`config.mk`:
```
export PLATFORM = sky130hd
export DESIGN_NAME = lut_table_writer
export DESIGN_NICKNAME = d
export VERILOG_FILES = /design/src/rtl/lut_table_writer.sv
export SDC_FILE = /design/constraint.sdc
export NUM_CORES = 1
export LEC_CHECK = 0
export CORE_ASPECT_RATIO = 0.75
export CORE_MARGIN = 8
export CORE_UTILIZATION = 45
export CTS_CLUSTER_SIZE = 25
export DETAILED_ROUTE_END_ITERATION = 16
export SYNTH_ARGS = -nofsm -noshare
export SYNTH_HDL_FRONTEND = slang
export SYNTH_SLANG_ARGS = --single-unit
```
`constraint.sdc`:
```
create_clock -name clk -period 1.95 [get_ports clk]
set_input_delay 0.39 -clock clk [delete_from_list [all_inputs] [get_ports clk]]
set_output_delay 0.39 -clock clk [all_outputs]
set_load 0.03 [all_outputs]
```
`src/rtl/lut_table_writer.sv`:
```
// Runtime loader and lookup engine for one LogicNets neuron truth table.
// Optional macro LUT_OUT_REG_EN registers the M1 lookup output (1-cycle latency).
module lut_table_writer #(
    parameter int IN_BITS  = 4,
    parameter int OUT_BITS = 2
) (
    input  logic                clk,
    input  logic                rst_n,
    input  logic                start,
    input  logic                s_valid,
    output logic                s_ready,
    input  logic [OUT_BITS-1:0] s_data,
    input  logic                s_last,
    output logic                busy,
    output logic                done,
    output logic                err,
    input  logic [IN_BITS-1:0]  M0,
    output logic [OUT_BITS-1:0] M1
);

    localparam int DEPTH = 2 ** IN_BITS;
    localparam logic [IN_BITS-1:0] LAST_IDX = IN_BITS'(DEPTH - 1);

    typedef enum logic [1:0] {
        IDLE   = 2'd0,
        LOAD   = 2'd1,
        COMMIT = 2'd2
    } state_t;

    state_t                             state_q, state_d;
    logic [IN_BITS-1:0]                 cnt_q, cnt_d;
    logic                               err_q, err_d;
    logic [DEPTH-1:0][OUT_BITS-1:0]     shadow_q, shadow_d;
    logic [DEPTH-1:0][OUT_BITS-1:0]     active_q, active_d;

    always_ff @(posedge clk or negedge rst_n) begin
        if (!rst_n) begin
            state_q  <= IDLE;
            cnt_q    <= '0;
            err_q    <= 1'b0;
            shadow_q <= '0;
            active_q <= '0;
        end else begin
            state_q  <= state_d;
            cnt_q    <= cnt_d;
            err_q    <= err_d;
            shadow_q <= shadow_d;
            active_q <= active_d;
        end
    end

    // Stream handshake: a beat transfers on any rising edge where s_valid and
    // s_ready are both high; the source must hold s_data/s_last until then.
    always_comb begin
        state_d  = state_q;
        cnt_d    = cnt_q;
        err_d    = err_q;
        shadow_d = shadow_q;
        active_d = active_q;
        s_ready  = 1'b0;
        busy     = 1'b0;
        done     = 1'b0;
        case (state_q)
            IDLE: begin
                if (start) begin
                    state_d = LOAD;
                    cnt_d   = '0;
                    err_d   = 1'b0;
                end
            end
            LOAD: begin
                s_ready = 1'b1;
                busy    = 1'b1;
                if (s_valid) begin
                    shadow_d[cnt_q] = s_data;
                    cnt_d           = cnt_q + 1'b1;
                    if (cnt_q == LAST_IDX) begin
                        if (s_last) begin
                            // Copy on the same edge that captures the last entry so
                            // the new table is live while done is high.
                            state_d  = COMMIT;
                            active_d = shadow_d;
                        end else begin
                            state_d = IDLE;
                            err_d   = 1'b1;
                        end
                    end else if (s_last) begin
                        state_d = IDLE;
                        err_d   = 1'b1;
                    end
                end
            end
            COMMIT: begin
                done    = 1'b1;
                state_d = IDLE;
            end
            default: begin
                state_d = IDLE;
            end
        endcase
    end

    assign err = err_q;

`ifdef LUT_OUT_REG_EN
    logic [OUT_BITS-1:0] m1_q, m1_d;

    always_comb begin
        m1_d = active_q[M0];
    end

    always_ff @(posedge clk or negedge rst_n) begin
        if (!rst_n) begin
            m1_q <= '0;
        end else begin
            m1_q <= m1_d;
        end
    end

    assign M1 = m1_q;
`else
    assign M1 = active_q[M0];
`endif

endmodule

```
==> results of run 1 <==
==> cell usage after synthesis (all sizes together), types with 2 or more instances <==
library cell / count / area [sq um]
dfrtp: 69 / 1730
nand2: 45 / 169
mux2: 32 / 360
mux2i: 32 / 320
o21ai: 32 / 160
nor2: 17 / 63.8
buf: 11 / 71.3
clkbuf: 8 / 30.0
mux4: 8 / 203
nand3: 5 / 30.0
nor2b: 5 / 31.3
and2: 4 / 25.0
ha: 4 / 50.1
a21oi: 3 / 15.0
inv: 3 / 11.3
a211oi: 2 / 20.0
xor2: 2 / 17.5
==> cell type report <==
| type | instances | area (sq um) | area share (%) |
|---|---|---|---|
| Clock buffer | 10 | 138 | 3.52 |
| Clock inverter | 6 | 86.3 | 2.21 |
| Inverter | 3 | 11.3 | 0.288 |
| Multi-Input combinational cell | 199 | 1530 | 39.1 |
| Sequential cell | 69 | 1730 | 44.1 |
| Tap cell | 101 | 126 | 3.23 |
| Timing Repair Buffer | 29 | 294 | 7.52 |
==> where the power goes <==
group	internal (uW)	total, uW	switching [uW]
logic	450	892	441
registers	1660	1810	147
clock network	752	1290	540
==> worst max path at each step <==
| stage | endpoint | slack [ns] | cells past startpoint |
|---|---|---|---|
| 2_1_floorplan | M1[0] | 0.05 | 5 |
| 3_3_place_gp | M1[1] | -0.96 | 7 |
| 3_5_place_dp | M1[1] | -0.97 | 7 |
| 4_1_cts | M1[1] | -0.21 | 5 |
| 5_1_grt | M1[1] | -0.30 | 5 |
| 6_report | M1[1] | -0.23 | 7 |
==> per-layer routing <==
layer | wire [microns] | GRT usage, %
met5 | 0 | 0
met4 | 44 | 4.20
met3 | 285 | 4.68
met2 | 3140 | 21.0
met1 | 3510 | 20.0
==> stage by stage <==
step | util (%) | setup WS (ns) | power, uW | hold slack, ns | cells
floorplan | - | 0.0549 | 2430 | 0.0944 | 290
global placement | 50.6 | -0.960 | 2710 | 0.441 | 401
detailed placement | 50.6 | -0.974 | 2740 | 0.446 | 401
CTS | 53.6 | -0.205 | 4030 | 0.0622 | 417
global route | 53.6 | -0.300 | 4210 | 0.0759 | 417
finish | 53.6 | -0.227 | 3990 | 0.0554 | 417
==> repair_timing <==
| action | 4_1_cts | 5_1_grt |
|---|---|---|
| cloned | 0 | 0 |
| hold endpoints to repair | 0 | 0 |
| pin swaps | 2 | 0 |
| setup endpoints to repair | 5 | 2 |
| resized for setup | 19 | 3 |
==> cells by family (layout without fill, tap and decap cells) <==
logic type | count (synthesis) | count (layout) | synth area share, %
adder cells (fa/ha/maj) | 4 | 4 | 1.49
buffers and inverters | 22 | 48 | 3.35
AND/OR/NAND/NOR | 81 | 81 | 10.6
AO/OA/AOI/OAI | 39 | 39 | 6.28
multiplexers | 72 | 72 | 26.2
XOR/XNOR | 3 | 3 | 0.781
flip-flops | 69 | 69 | 51.3
==> registers in the layout, indices dropped and copies added, names as in the netlist <==
register and flops:
state_q 2, err 1, cnt_q 4, shadow_q 30, active_q 32
==> results.cfg, run 1 <==
[floorplan]
placementRows = 27
fp.dieArea_sq_mm = 0.0105
core_sq_mm = 0.00730
die_width_microns = 116
start_util_pct = 46.1
fp.dieH_microns = 90.9
io_pins = 17

[cts]
cts_made_buffers = 9
clk_latency_ns = 0.34
clk_pin_slew_ns = 0.07
post_cts_buffers = 0
cts_tree = built
cts_sinks = 69
clockBufferDepth = 2
ctsHtreeMaxLevel = 3
cts-root-buf = clkbuf_8
holdBufCountCts = 0

[global_routing]
grt_max_degree = 70
antenna_found_initial = 0
grt_pass1_wl_microns = 11800
grt_pass1_vias = 2310
track_usage_pct = 14.5
grt-ovfl-total = 0

[place]
place_area_sq_mm = 0.00369
gp_congestion = 0.752
dpl.hpwl_microns = 4680
port_buffers = 16

[yosys]
synth_edf_count = 0
syn_nets = 305
synth_cell_type_count = 30
synth_flop_cell = dfrtp_1
seq_area_frac_synth_pct = 51.3
yosysWarnings = 0
netlist_area_sq_mm = 0.00337
async_reset_ff_share_pct = 100
synth_area_per_cell_sq_um = 11.6
ys_ff_latch = 69
synth_cells = 290

[run_status]
status = finished with violations
violations = negative setup slack

[layout]
fin_nets = 326
fill_cells = 683
area_delta_synth_final_pct = 16.2
final_cell_mix = dfrtp_1, nand2_1, mux2i_1, mux2_2, o21ai_0
final_common_cell = dfrtp_1
drive_gt1_share_pct = 22.8
final_area_sq_mm = 0.00391
diodes = 0

[timing]
fin_setup_tns_ns = -0.413
max_slew_margin_pct = 75.2
finalHoldViolCount = 0
finalWorstSetupSlack_ns = -0.227
max_freq_mhz = 459
finalSetupViolCount = 2
drv_slew = 0
worstMarginPinSlew_ns = 0.373
fin_crit_sh_pct = 112
finalCriticalPeriod_ns = 2.18
fin_skew_ns = 0.00742
rsz0062_at_grt = yes

[worst_setup_path]
r2r-end = shadow_q[22]
path_buf_inv = 3
crit_fanout = 8
worstRegToRegCells = 4
arrival_ns = 1.79
path_cells = clkdlybuf4s15_2, buf_12, mux4_2, nor2b_2, a211oi_2, a21oi_1, buf_4
cp-end-kind = output pin
rrSetupSlack_ns = 0.28
critPathTopFamily = buffers and inverters
cp-start-kind = input pin
cpPeakStageDelay_ns = 0.48
crit_start = M0[0]
worst_ep_required_time_ns = 1.56
rr_startpoint = cnt_q[2]
worst_path_max_delay_cell = mux4_2
crit_type = in -> out

[min_path]
hold_class = in -> async

[route]
drc = 0
vias = 2178
post_drt_wl_per_cell_microns = 16.7
drt_iter0_drc = 155
first_pass_iters = 4
antenna_left = 0
via_per_inst = 5.22
wl_microns = 6980

[power]
ir_drop_mv = 0.541
p_leak_uw = 0.00191
p_per_area_mw_per_mm2 = 1020

[job]
max-cap-violations = 0
No activity file was read; power rests on OpenSTA's default activity.
==> inputs of run 2 (changes only) <==
--- a/config.mk
+++ b/config.mk
@@ -5,11 +5,13 @@
 export SDC_FILE = /design/constraint.sdc
 export NUM_CORES = 1
 export LEC_CHECK = 0
+export ABC_AREA = 0
 export CORE_ASPECT_RATIO = 0.75
 export CORE_MARGIN = 8
-export CORE_UTILIZATION = 45
+export CORE_UTILIZATION = 55
 export CTS_CLUSTER_SIZE = 25
 export DETAILED_ROUTE_END_ITERATION = 16
+export PLACE_DENSITY = 0.74
 export SYNTH_ARGS = -nofsm -noshare
 export SYNTH_HDL_FRONTEND = slang
 export SYNTH_SLANG_ARGS = --single-unit
==> run 2 against run 1 <==
Compared with the run above: the flow still finishes with violations (negative setup slack); sequential share of layout area is 0.76 points higher; global-route usage up 1.0 points; design area fell by 1.7%; die area shrank 15%; hold slack lost 0.0076 ns; worst setup slack improved by 0.060 ns; first-iteration DRC count is 46% lower; critical path depth is 2 lower; utilization rose by 12 points; register-to-register slack worse by 0.09 ns.
==> results.cfg, run 2 (synthesis gave the netlist of run 1 again) <==
[layout]
stdcell_count = 401
fin_nets = 333
largest_register_ff_count = 32
diodes = 0
fill_cells = 459
drive_gt1_share_pct = 24.8
area_delta_synth_final_pct = 14.3
final_area_sq_mm = 0.00385
top_register = active_q
final_cell_mix = dfrtp_1, nand2_1, mux2i_1, mux2_2, o21ai_0
final_common_cell = dfrtp_1
largestRegisters = active_q x32, shadow_q x30, cnt_q x4

[timing]
fin_crit_sh_pct = 109
fin_skew_ns = 0.00551
rsz0062_at_grt = yes
finalHoldViolCount = 0
finalCriticalPeriod_ns = 2.12
finalSetupViolCount = 2
holdWs_ns = 0.0478
max_freq_mhz = 473
drv_slew = 0
max_slew_margin_pct = 75.6
finalWorstSetupSlack_ns = -0.166
worstMarginPinSlew_ns = 0.366
fin_setup_tns_ns = -0.314

[global_routing]
grt_pass1_vias = 2153
track_usage_pct = 15.5
grt-ovfl-total = 0
grt_max_degree = 70
grt_pass1_wl_microns = 10700
antenna_found_initial = 0

[worst_setup_path]
r2r-end = shadow_q[8]
path_cells = mux4_2, nor2b_4, a211oi_2, a21oi_1, buf_4
cpPeakStageDelay_ns = 0.47
worst_ep_required_time_ns = 1.56
crit_fanout = 2
worstRegToRegCells = 4
arrival_ns = 1.73
cp-start-kind = register
crit_type = reg -> out
rr_startpoint = cnt_q[2]
rrSetupSlack_ns = 0.19
cp-end-kind = output pin
worst_path_max_delay_cell = mux4_2

[power]
ir_drop_mv = 0.522
power.total_uw = 3640
p_leak_uw = 0.00189
p_per_area_mw_per_mm2 = 947

[place]
dpl.hpwl_microns = 4560
dp.cells = 379
place_area_sq_mm = 0.00366
port_buffers = 16
gp_congestion = 0.784

[job]
max-cap-violations = 0

[cts]
cts_made_buffers = 9
clk_pin_slew_ns = 0.07
holdBufCountCts = 0
clk_latency_ns = 0.34
clockBufferDepth = 2
cts_tree = built
cts-root-buf = clkbuf_8
cts_sinks = 69
ctsHtreeMaxLevel = 3

[min_path]
hold_class = in -> async

[route]
vias = 2187
post_drt_wl_per_cell_microns = 16.2
via_per_inst = 5.45
wl_microns = 6490
drc = 0
met3_length_microns = 336
wl_met1_microns = 3230
antenna_left = 0
drt_iter0_drc = 84
first_pass_iters = 4
wl_met2_microns = 2830
highest_layer = met4

[floorplan]
start_util_pct = 57.5
placementRows = 24
io_pins = 17
fp.dieArea_sq_mm = 0.00890
core_sq_mm = 0.00586
die_width_microns = 106
fp.dieH_microns = 83.7

[run_status]
violations = negative setup slack
status = finished with violations
[run 2: how the worst max path moves through the flow]
stage | startpoint | to | slack, ns | cells past startpoint
2_1_floorplan | M0[0] | M1[0] | 0.05 | 5
6_report | active_q[7] | M1[1] | -0.17 | 5
4_1_cts | active_q[3] | M1[1] | -0.17 | 5
5_1_grt | active_q[7] | M1[1] | -0.26 | 5
3_3_place_gp | M0[0] | M1[1] | -0.96 | 7
3_5_place_dp | M0[0] | M1[1] | -1.0 | 7
[run 2: timing repair]
| item | CTS | global route |
|---|---|---|
| pin swaps | 2 | 0 |
| hold endpoints to repair | 0 | 0 |
| setup buffers | 2 | 4 |
| gates resized for setup | 24 | 2 |
| cloned | 0 | 0 |
| endpoints found under the setup margin | 5 | 2 |
[run 2: critical path: cells and delay by family, from the launching register on]
family,cells,cell delay [ns]
AO/OA/AOI/OAI,2,0.22
buffers and inverters,1,0.18
flip-flops,1,0.38
multiplexers,1,0.47
AND/OR/NAND/NOR,1,0.14
[run 2: final cells by class]
type	instances	area, sq um	share of cell area, %
clock buffer	11	131	3.42
clock inverter	5	27.5	0.716
inverter	3	11.3	0.293
multi-input combinational	199	1520	39.6
sequential	69	1730	44.9
tap	78	97.6	2.54
timing repair buffer	36	328	8.52
[run 2: metrics by stage]
step           util [%]  setup WS, ns
2_1_floorplan         -        0.0549
3_3_place_gp       62.5        -0.963
3_5_place_dp       62.5        -0.998
4_1_cts            65.3        -0.169
5_1_grt            65.7        -0.255
6_report           65.7        -0.166
[run 2: power by group]
part | internal (uW) | switching, uW
Sequential | 1660 | 159
Clock | 453 | 503
Combinational | 441 | 428
Total | 2550 | 1090
[run 2: layer usage]
| layer | vias to the layer above | track usage [%] |
|---|---|---|
| met4 | 0 | 4.46 |
| met3 | 8 | 6.56 |
| met1 | 1078 | 21.4 |
| met5 | - | 0 |
| li1 | 1065 | - |
| met2 | 36 | 21.6 |
==> inputs of run 3 (changes only) <==
--- a/config.mk
+++ b/config.mk
@@ -8,10 +8,9 @@
 export ABC_AREA = 0
 export CORE_ASPECT_RATIO = 0.75
 export CORE_MARGIN = 8
-export CORE_UTILIZATION = 55
+export CORE_UTILIZATION = 41
 export CTS_CLUSTER_SIZE = 25
 export DETAILED_ROUTE_END_ITERATION = 16
-export PLACE_DENSITY = 0.74
 export SYNTH_ARGS = -nofsm -noshare
 export SYNTH_HDL_FRONTEND = slang
 export SYNTH_SLANG_ARGS = --single-unit
==> run 3 against run 2 <==
Compared with the run above: the flow still finishes with violations (negative setup slack); combinational power grew 4.3%; first-iteration DRC count rose by 48%; highest routed layer unchanged; count of clock-buffer cells in the layout stayed put; die area up 28%; critical endpoint unchanged; worst setup slack got worse by 0.046 ns; hold slack worse by 0.0013 ns; power is 10% higher; global-route usage shrank 2.2 points; critical path type unchanged.
==> results.cfg, run 3 (synthesis gave the netlist of run 1 again) <==
[worst_setup_path]
worst_ep_required_time_ns = 1.56
rr_startpoint = cnt_q[0]
r2r-end = shadow_q[25]
crit_fanout = 2
arrival_ns = 1.77
cp-end-kind = output pin
cp-start-kind = register
rrSetupSlack_ns = 0.20
crit_type = reg -> out
worstRegToRegCells = 5

[layout]
top_register = active_q
largestRegisters = active_q x32, shadow_q x30, cnt_q x4
drive_gt1_share_pct = 25.8
area_delta_synth_final_pct = 18.3
diodes = 0
fin_nets = 335
largest_register_ff_count = 32
final_common_cell = dfrtp_1
final_area_sq_mm = 0.00398
final_cell_mix = dfrtp_1, nand2_1, mux2i_1, mux2_2, o21ai_0

[floorplan]
start_util_pct = 42.5
fp.dieArea_sq_mm = 0.0114
core_sq_mm = 0.00792
placementRows = 28
io_pins = 17
fp.dieH_microns = 94.5
die_width_microns = 121

[timing]
max_freq_mhz = 462
fin_crit_sh_pct = 111
max_slew_margin_pct = 70.3
fin_setup_tns_ns = -0.369
finalWorstSetupSlack_ns = -0.213
finalHoldViolCount = 0
worstMarginPinSlew_ns = 0.444
rsz0062_at_grt = yes
fin_skew_ns = 0.0123
holdWs_ns = 0.0465
finalCriticalPeriod_ns = 2.16
drv_slew = 0
finalSetupViolCount = 2

[route]
via_per_inst = 5.13
vias = 2207
drc = 0
drt_iter0_drc = 124
wl_microns = 7000
first_pass_iters = 4
post_drt_wl_per_cell_microns = 16.3
antenna_left = 0

[power]
combPwrFrac_pct = 22.5
power.share.clock_pct = 32.7
switching_share_pct = 28.6
internal_power_uw = 2870
p_leak_uw = 0.00192
pwr-share-seq_pct = 44.8
power_switching_uw = 1150
p_per_area_mw_per_mm2 = 1010
ir_drop_mv = 0.403

[place]
dpl.hpwl_microns = 4800
port_buffers = 16
gp_congestion = 0.770
pre_cts_slack_ns = -0.945
place_area_sq_mm = 0.00372

[cts]
clk_pin_slew_ns = 0.08
clk_latency_ns = 0.35
cts_sinks = 69
clockBufferDepth = 2
cts-root-buf = clkbuf_8
cts_made_buffers = 9
cts_tree = built
ctsHtreeMaxLevel = 3

[global_routing]
track_usage_pct = 13.3
grt_pass1_wl_microns = 11600
grt_max_degree = 70
grt_pass1_vias = 2181
grt-ovfl-total = 0
antenna_found_initial = 0

[run_status]
status = finished with violations
violations = negative setup slack

[job]
max-cap-violations = 0

[min_path]
hold_class = in -> async
==> run 3: layer usage <==
layer	global-route usage, %	vias to the layer above	routed length (microns)
met2	18.7	30	3000
met4	5.60	0	99
met3	3.64	9	234
li1	-	1072	-
met5	0	-	0
met1	18.8	1096	3670
==> run 3: area by class of cell <==
type | instances | area, sq um
Clock buffer | 11 | 141
Clock inverter | 5 | 83.8
Fill cell | 737 | 3940
Inverter | 3 | 11.3
Multi-Input combinational cell | 199 | 1530
Sequential cell | 69 | 1730
Tap cell | 105 | 131
Timing Repair Buffer | 38 | 357
==> run 3: power by group through the flow <==
stage / Sequential (uW) / Clock (uW) / Combinational (uW)
6_report: 1800 / 1320 / 906
5_1_grt: 1830 / 1410 / 997
4_1_cts: 1800 / 1360 / 913
3_5_place_dp: 1830 / 0 / 912
3_3_place_gp: 1820 / 0 / 897
2_1_floorplan: 1780 / 0 / 646
==> run 3: worst max-delay path by stage <==
stage,startpoint,to,depth (start not counted)
floorplan,M0[0],M1[0],5
global placement,M0[0],M1[0],6
detailed placement,M0[0],M1[1],6
CTS,active_q[7],M1[1],5
global route,active_q[7],M1[1],5
finish,active_q[7],M1[1],5
==> run 3: metrics by stage <==
step / utilization, % / instances / power, uW
after floorplan: - / 290 / 2430
after CTS: 50.0 / 427 / 4070
final: 50.3 / 430 / 4030
after detailed placement: 46.9 / 409 / 2740
after global placement: 46.9 / 409 / 2720
after global routing: 50.3 / 430 / 4230
==> run 3: worst max-delay path, stage by stage (launching register included) <==
cell and delay (ns):
dfrtp_1 0.39, mux4_2 0.47, nor2b_4 0.14, a211oi_2 0.20, a21oi_1 0.06, buf_4 0.17
==> run 3: what timing repair did <==
item,in CTS,in global routing
buffers inserted,2,3
setup endpoints to repair,5,2
hold buffers,0,0
pin swaps,2,2
resized for setup,24,6
